$ cat config.mk
export PLATFORM = sky130hd
export DESIGN_NAME = rom_reader_flat
export DESIGN_NICKNAME = d
export VERILOG_FILES = /design/src/rtl/rom_reader_if.sv /design/src/rtl/rom_reader.sv /design/src/flat_wrapper.sv
export SDC_FILE = /design/constraint.sdc
export NUM_CORES = 1
export LEC_CHECK = 0
export ABC_AREA = 1
export ABC_CLOCK_PERIOD_IN_PS = 4300
export CORE_UTILIZATION = 59
export DETAILED_ROUTE_END_ITERATION = 8
export PLACE_DENSITY_LB_ADDON = 0.1
export SLEW_MARGIN = 15
export SYNTH_ARGS = -nofsm -noshare
export SYNTH_HDL_FRONTEND = slang
export SYNTH_SLANG_ARGS = --single-unit
$ cat constraint.sdc
create_clock -name clk -period 4.3 [get_ports clk]
set_input_delay 0.645 -clock clk [delete_from_list [all_inputs] [get_ports clk]]
set_output_delay 0.645 -clock clk [all_outputs]
set_load 0.005 [all_outputs]
$ cat src/rtl/rom_reader_if.sv
// Bundle of command, ROM-port and output-stream signals between rom_reader and its neighbours.
// master: the rom_reader side; slave: the controller/ROM/consumer side.
interface rom_reader_if #(
  parameter int unsigned m = 8,
  parameter int unsigned n = 4
);
  localparam int unsigned aw = (m > 1) ? $clog2(m) : 1;

  logic          start;
  logic [aw-1:0] base;
  logic [aw:0]   len;
  logic          busy;
  logic          done;
  logic [aw-1:0] rom_addr;
  logic [n-1:0]  rom_data;
  logic [n-1:0]  data_o;
  logic          valid_o;
  logic          ready_i;

  modport master (
    input  start, base, len, rom_data, ready_i,
    output busy, done, rom_addr, data_o, valid_o
  );

  modport slave (
    output start, base, len, rom_data, ready_i,
    input  busy, done, rom_addr, data_o, valid_o
  );
endinterface

$ cat src/rtl/rom_reader.sv
// Burst reader for a 1-cycle registered ROM: issues len addresses from base (wrapping at m)
// and streams the words out through a 4-entry FIFO with valid/ready backpressure.
module rom_reader #(
  parameter int unsigned m = 8,
  parameter int unsigned n = 4
) (
  input  logic         clk,
  input  logic         rst_n,
  rom_reader_if.master bus
);
  localparam int unsigned Aw    = (m > 1) ? $clog2(m) : 1;
  localparam int unsigned Depth = 4;

  localparam logic [Aw:0]   LenOne   = (Aw+1)'(1);
  localparam logic [Aw-1:0] AddrOne  = Aw'(1);
  localparam logic [Aw-1:0] AddrLast = Aw'(m - 1);

  typedef enum logic [1:0] {StIdle, StRun, StDrain} state_e;

  state_e        state_q, state_d;
  logic [Aw-1:0] addr_q, addr_d;
  logic [Aw:0]   remain_q, remain_d;  // addresses still to issue
  logic [Aw:0]   left_q, left_d;      // words still to hand over
  logic          v1_q, v1_d;          // address presented, ROM not yet registered
  logic          v2_q, v2_d;          // ROM output valid, captured on next edge
  logic [2:0]    cnt_q, cnt_d;
  logic [1:0]    wr_q, wr_d;
  logic [1:0]    rd_q, rd_d;
  logic [n-1:0]  mem_q [Depth];
  logic [n-1:0]  mem_d [Depth];
  logic          done_q, done_d;

  logic accept, accept_run, push, pop, credit_ok, issue_run, last_pop;

  always_comb begin
    accept     = (state_q == StIdle) && bus.start;
    accept_run = accept && (bus.len != '0);
    push       = v2_q;
    pop        = (cnt_q != 3'd0) && bus.ready_i;
    // Words in the FIFO plus words in the ROM pipe may never exceed the FIFO depth.
    credit_ok  = ({1'b0, cnt_q} + 4'(v1_q) + 4'(v2_q)) < 4'(Depth);
    issue_run  = (state_q == StRun) && (remain_q != '0) && credit_ok;
    last_pop   = pop && (left_q == LenOne);
  end

  // State register
  always_ff @(posedge clk) begin
    if (!rst_n) begin
      state_q <= StIdle;
    end else begin
      state_q <= state_d;
    end
  end

  // Next-state logic
  always_comb begin
    state_d = state_q;
    case (state_q)
      StIdle: begin
        if (accept_run) state_d = StRun;
      end
      StRun: begin
        if ((remain_q == '0) || (issue_run && (remain_q == LenOne))) state_d = StDrain;
      end
      StDrain: begin
        if (last_pop) state_d = StIdle;
      end
      default: state_d = StIdle;
    endcase
  end

  // Outputs
  always_comb begin
    bus.busy     = (state_q != StIdle);
    bus.done     = done_q;
    bus.rom_addr = addr_q;
    bus.data_o   = mem_q[rd_q];
    bus.valid_o  = (cnt_q != 3'd0);
  end

  // Datapath next-state
  always_comb begin
    addr_d   = addr_q;
    remain_d = remain_q;
    left_d   = left_q;
    mem_d    = mem_q;
    if (accept_run) begin
      addr_d   = bus.base;
      remain_d = bus.len - LenOne;
      left_d   = bus.len;
    end else begin
      if (issue_run) begin
        addr_d   = (addr_q == AddrLast) ? '0 : addr_q + AddrOne;
        remain_d = remain_q - LenOne;
      end
      if (pop) left_d = left_q - LenOne;
    end
    v1_d = accept_run || issue_run;
    v2_d = v1_q;
    if (push) mem_d[wr_q] = bus.rom_data;
    wr_d   = wr_q + {1'b0, push};
    rd_d   = rd_q + {1'b0, pop};
    cnt_d  = cnt_q + {2'b0, push} - {2'b0, pop};
    done_d = (accept && (bus.len == '0)) || last_pop;
  end

  always_ff @(posedge clk) begin
    if (!rst_n) begin
      addr_q   <= '0;
      remain_q <= '0;
      left_q   <= '0;
      v1_q     <= 1'b0;
      v2_q     <= 1'b0;
      cnt_q    <= '0;
      wr_q     <= '0;
      rd_q     <= '0;
      mem_q    <= '{default: '0};
      done_q   <= 1'b0;
    end else begin
      addr_q   <= addr_d;
      remain_q <= remain_d;
      left_q   <= left_d;
      v1_q     <= v1_d;
      v2_q     <= v2_d;
      cnt_q    <= cnt_d;
      wr_q     <= wr_d;
      rd_q     <= rd_d;
      mem_q    <= mem_d;
      done_q   <= done_d;
    end
  end
endmodule
$ cat src/flat_wrapper.sv
// flat-port wrapper written by rule: the top's interface ports become plain ports
module rom_reader_flat 
#(
  parameter int unsigned m = 8,
  parameter int unsigned n = 4
)
  (clk, rst_n, bus_start, bus_base, bus_len, bus_rom_data, bus_ready_i, bus_busy, bus_done, bus_rom_addr, bus_data_o, bus_valid_o);
  rom_reader_if #(.m(m), .n(n)) bus_i ();
  input  logic clk;
  input  logic rst_n;
  input wire logic [$bits(bus_i.start)-1:0] bus_start;
  input wire logic [$bits(bus_i.base)-1:0] bus_base;
  input wire logic [$bits(bus_i.len)-1:0] bus_len;
  input wire logic [$bits(bus_i.rom_data)-1:0] bus_rom_data;
  input wire logic [$bits(bus_i.ready_i)-1:0] bus_ready_i;
  output wire logic [$bits(bus_i.busy)-1:0] bus_busy;
  output wire logic [$bits(bus_i.done)-1:0] bus_done;
  output wire logic [$bits(bus_i.rom_addr)-1:0] bus_rom_addr;
  output wire logic [$bits(bus_i.data_o)-1:0] bus_data_o;
  output wire logic [$bits(bus_i.valid_o)-1:0] bus_valid_o;
  assign bus_i.start = bus_start;
  assign bus_i.base = bus_base;
  assign bus_i.len = bus_len;
  assign bus_i.rom_data = bus_rom_data;
  assign bus_i.ready_i = bus_ready_i;
  assign bus_busy = bus_i.busy;
  assign bus_done = bus_i.done;
  assign bus_rom_addr = bus_i.rom_addr;
  assign bus_data_o = bus_i.data_o;
  assign bus_valid_o = bus_i.valid_o;
  rom_reader #(.m(m), .n(n)) u_core (.clk(clk), .rst_n(rst_n), .bus(bus_i));
endmodule
==> run_results.csv <==
group,metric,value,unit
outcome,status,"finished, final reports clean",
setup_path,criticalPathCategory,"flop to output port",
clock_tree,hold_buffers,0,
timing,maxSlewViolCount,0,
min_path,min-delay-start,"u_core.v1_q$_SDFF_PN0_",
floorplan,start_util,62.54,%
detailed_routing,drc,0,
yosys,synth_edf_count,0,
yosys,synth_cell_types,36,
detailed_routing,drt_iter0_drc,109,
setup_path,cp_slowest_cell,"dfxtp_1",
layout,n_antenna_cell,0,
clock_tree,cts_tree,"yes",
timing,max_freq,401.0,MHz
yosys,synth_area_leaders,"dfxtp_1, nor2_1, nand2_1",
floorplan,io_pins,25,
floorplan,dieWidth,61.71,um
floorplan,die-area,3808,sq um
clock_tree,cts_sinks,39,
setup_path,rr_worst_depth,10,
placement,place_hpwl,3082,um
layout,drive_gt1_share,9.936,%
min_path,hold-path-cell-count,2,
yosys,synth_cells,285,
timing,setup_viol,0,
clock_tree,clk_path_buf_depth,2,
floorplan,rows,21,
yosys,synth_warnings,0,
global_routing,grt_start_max_net_pins,34,
pwr,vdd_drop_max,0.3352,mV
timing,slew_headroom,59.95,%
flow_run,maxCapViolations,0,
yosys,ys_seq_elements,39,
timing,fin_skew,7.853,ps
timing,layout_setup_ws,1806,ps
timing,min_period,2494,ps
clock_tree,cts_resized,0,
yosys,syn-cell-area,2103,sq um
detailed_routing,num_vias,1853,
layout,area_growth,17.13,%
timing,hold_viol,0,
clock_tree,clock-root-buffer,"clkbuf_4",
placement,gp_congestion,0.8389,
setup_path,r2r_end,"u_core.cnt_q[2]$_SDFF_PN0_",
global_routing,grt.overflow.total,0,
setup_path,slowest_delay,540,ps
detailed_routing,firstDrtPassIters,4,
min_path,min_path_type,"flop to flop",
clock_tree,htreeDepth,2,
global_routing,grt_first_pass_wirelength,6727,um
yosys,post-synth-top-area-fraction,37.12,%
yosys,synth_most_common_cell,"nor2_1",
pwr,p_per_area,487.6,nW/um^2
yosys,ys_seq_area_share,37.12,%
timing,fin_crit_sh,58.00,%
setup_path,worstPathMaxFanout,10,
setup_path,cp.arrival,1850,ps
global_routing,antenna_found_initial,0,
clock_tree,clk_pin_slew_worst_paths,110,ps
global_routing,grt.total_usage,24.34,%
detailed_routing,routedWlPerCell,11.87,um
clock_tree,postCtsSetupRepairBufs,0,
detailed_routing,ant_nets,0,
yosys,synthArstFlopShare,0,%
layout,fin_nets,340,
detailed_routing,wl,4250,um
setup_path,required,3650,ps
timing,tightest_slew,598.5,ps
yosys,synth-main-ff-cell,"dfxtp_1",
placement,io_buffer_count,24,
timing,rsz0062_at_grt,"no",
floorplan,core-area,3363,sq um
clock_tree,numCtsBuffers,5,
global_routing,first_global_vias,1605,
setup_path,rrSetupSlack,2370,ps
yosys,avgSynthCellArea,7.380,sq um
yosys,synth_nets,314,
timing,fin_setup_tns,0,ps
pwr,p_leak,1.140,nW
setup_path,path_cells,"inv_1 > o21ai_0 > o22ai_1 > clkdlybuf4s50_1",
clock_tree,clk_latency,350,ps
setup_path,crit_buf_inv,2,
setup_path,crit_family,"buffers and inverters",
detailed_routing,vias_per_cell,5.176,
placement,dpl_worst_slack,1822,ps
setup_path,worstSetupStartpointType,"flop",
min_path,worstHoldEndpoint,"u_core.push$_SDFF_PN0_",
floorplan,fp.dieH,61.71,um
yosys,yosys.area.top_type,"dfxtp_1",
setup_path,worstSetupEndpointType,"output port",
setup_path,r2r_start,"u_core.cnt_q[1]$_SDFF_PN0_",
yosys,synth_commonest_cells,"nor2_1, nand2_1, dfxtp_1",
## area by class of cell
class / count / area, sq um
Clock buffer: 6 / 51.30
Clock inverter: 2 / 35.03
Fill cell: 286 / 899.6
Inverter: 43 / 162.7
Multi-Input combinational cell: 197 / 1129
Sequential cell: 39 / 780.7
Tap cell: 46 / 57.56
Timing Repair Buffer: 25 / 247.7
## stage by stage
step           std cells  util [%]  area [sq um]  power [mW]  hold slack [ps]
3_3_place_gp         350     70.68          2377      0.9343            417.7
2_1_floorplan        285         -          2103      0.7930            407.1
6_report             358     73.25          2464       1.201            442.6
3_5_place_dp         350     70.68          2377      0.9450            430.7
4_1_cts              358     73.25          2464       1.205            440.6
5_1_grt              358     73.25          2464       1.295            444.0
## metal layers
layer	global-route usage, %	up-vias	wire (um)
li1	-	966	-
met5	0	-	0
met4	7.302	0	46
met3	7.039	5	165
met1	31.49	845	2081
met2	39.48	37	1957
## report_power, final
| part | internal [mW] | switching, mW | leakage (nW) |
|---|---|---|---|
| Combinational | 0.218 | 0.257 | 0.773 |
| Clock | 0.137 | 0.122 | 0.0482 |
| Sequential | 0.415 | 0.0517 | 0.319 |
| Total | 0.770 | 0.431 | 1.14 |
## worst max-delay path by stage
stage	startpoint	to	slack (ps)	cells past startpoint
6_report	u_core.rd_q[0]$_SDFF_PN0_	bus_data_o[1]	1810	4
5_1_grt	u_core.rd_q[0]$_SDFF_PN0_	bus_data_o[0]	1690	4
4_1_cts	u_core.rd_q[0]$_SDFF_PN0_	bus_data_o[3]	1850	4
3_5_place_dp	bus_ready_i	u_core.cnt_q[2]$_SDFF_PN0_	1820	9
3_3_place_gp	bus_ready_i	u_core.cnt_q[2]$_SDFF_PN0_	1880	9
2_1_floorplan	bus_ready_i	u_core.cnt_q[2]$_SDFF_PN0_	2370	8
## cell families (layout without fill, tap and decap cells)
kind of cell	after synthesis	in the layout	synth area share [%]
AND/OR/NAND/NOR	128	128	28.79
AO/OA/AOI/OAI	49	49	13.68
buffers and inverters	49	76	9.220
flip-flops	39	39	37.12
adder cells (fa/ha/maj)	14	14	8.686
XOR/XNOR	6	6	2.498
## flip-flops by register name, indices dropped and copies added (netlist names), 2 cells and up
register	cells
u_core.bus.rom_addr	3
u_core.remain_q	4
u_core.left_q	4
u_core.rd_q	2
u_core.wr_q	2
u_core.mem_q	16
u_core.cnt_q	3
u_core.state_q	2
## cells in the final DEF (no fill, tap or decap), types with 5 or more instances in the layout
cell type,count
nor2_1,48
nand2_1,44
dfxtp_1,39
inv_1,37
o21ai_0,25
clkdlybuf4s50_1,24
nand3_1,14
ha_1,13
a21oi_1,8
o21ai_1,6
inv_2,5
clkbuf_4,5
## tightest hold or removal path, stage by stage (launching register included)
cell,delay (ps)
dfxtp_1,330
nand2_1,50
inv_1,30
Note: power is estimated with default switching activity, not from simulation.
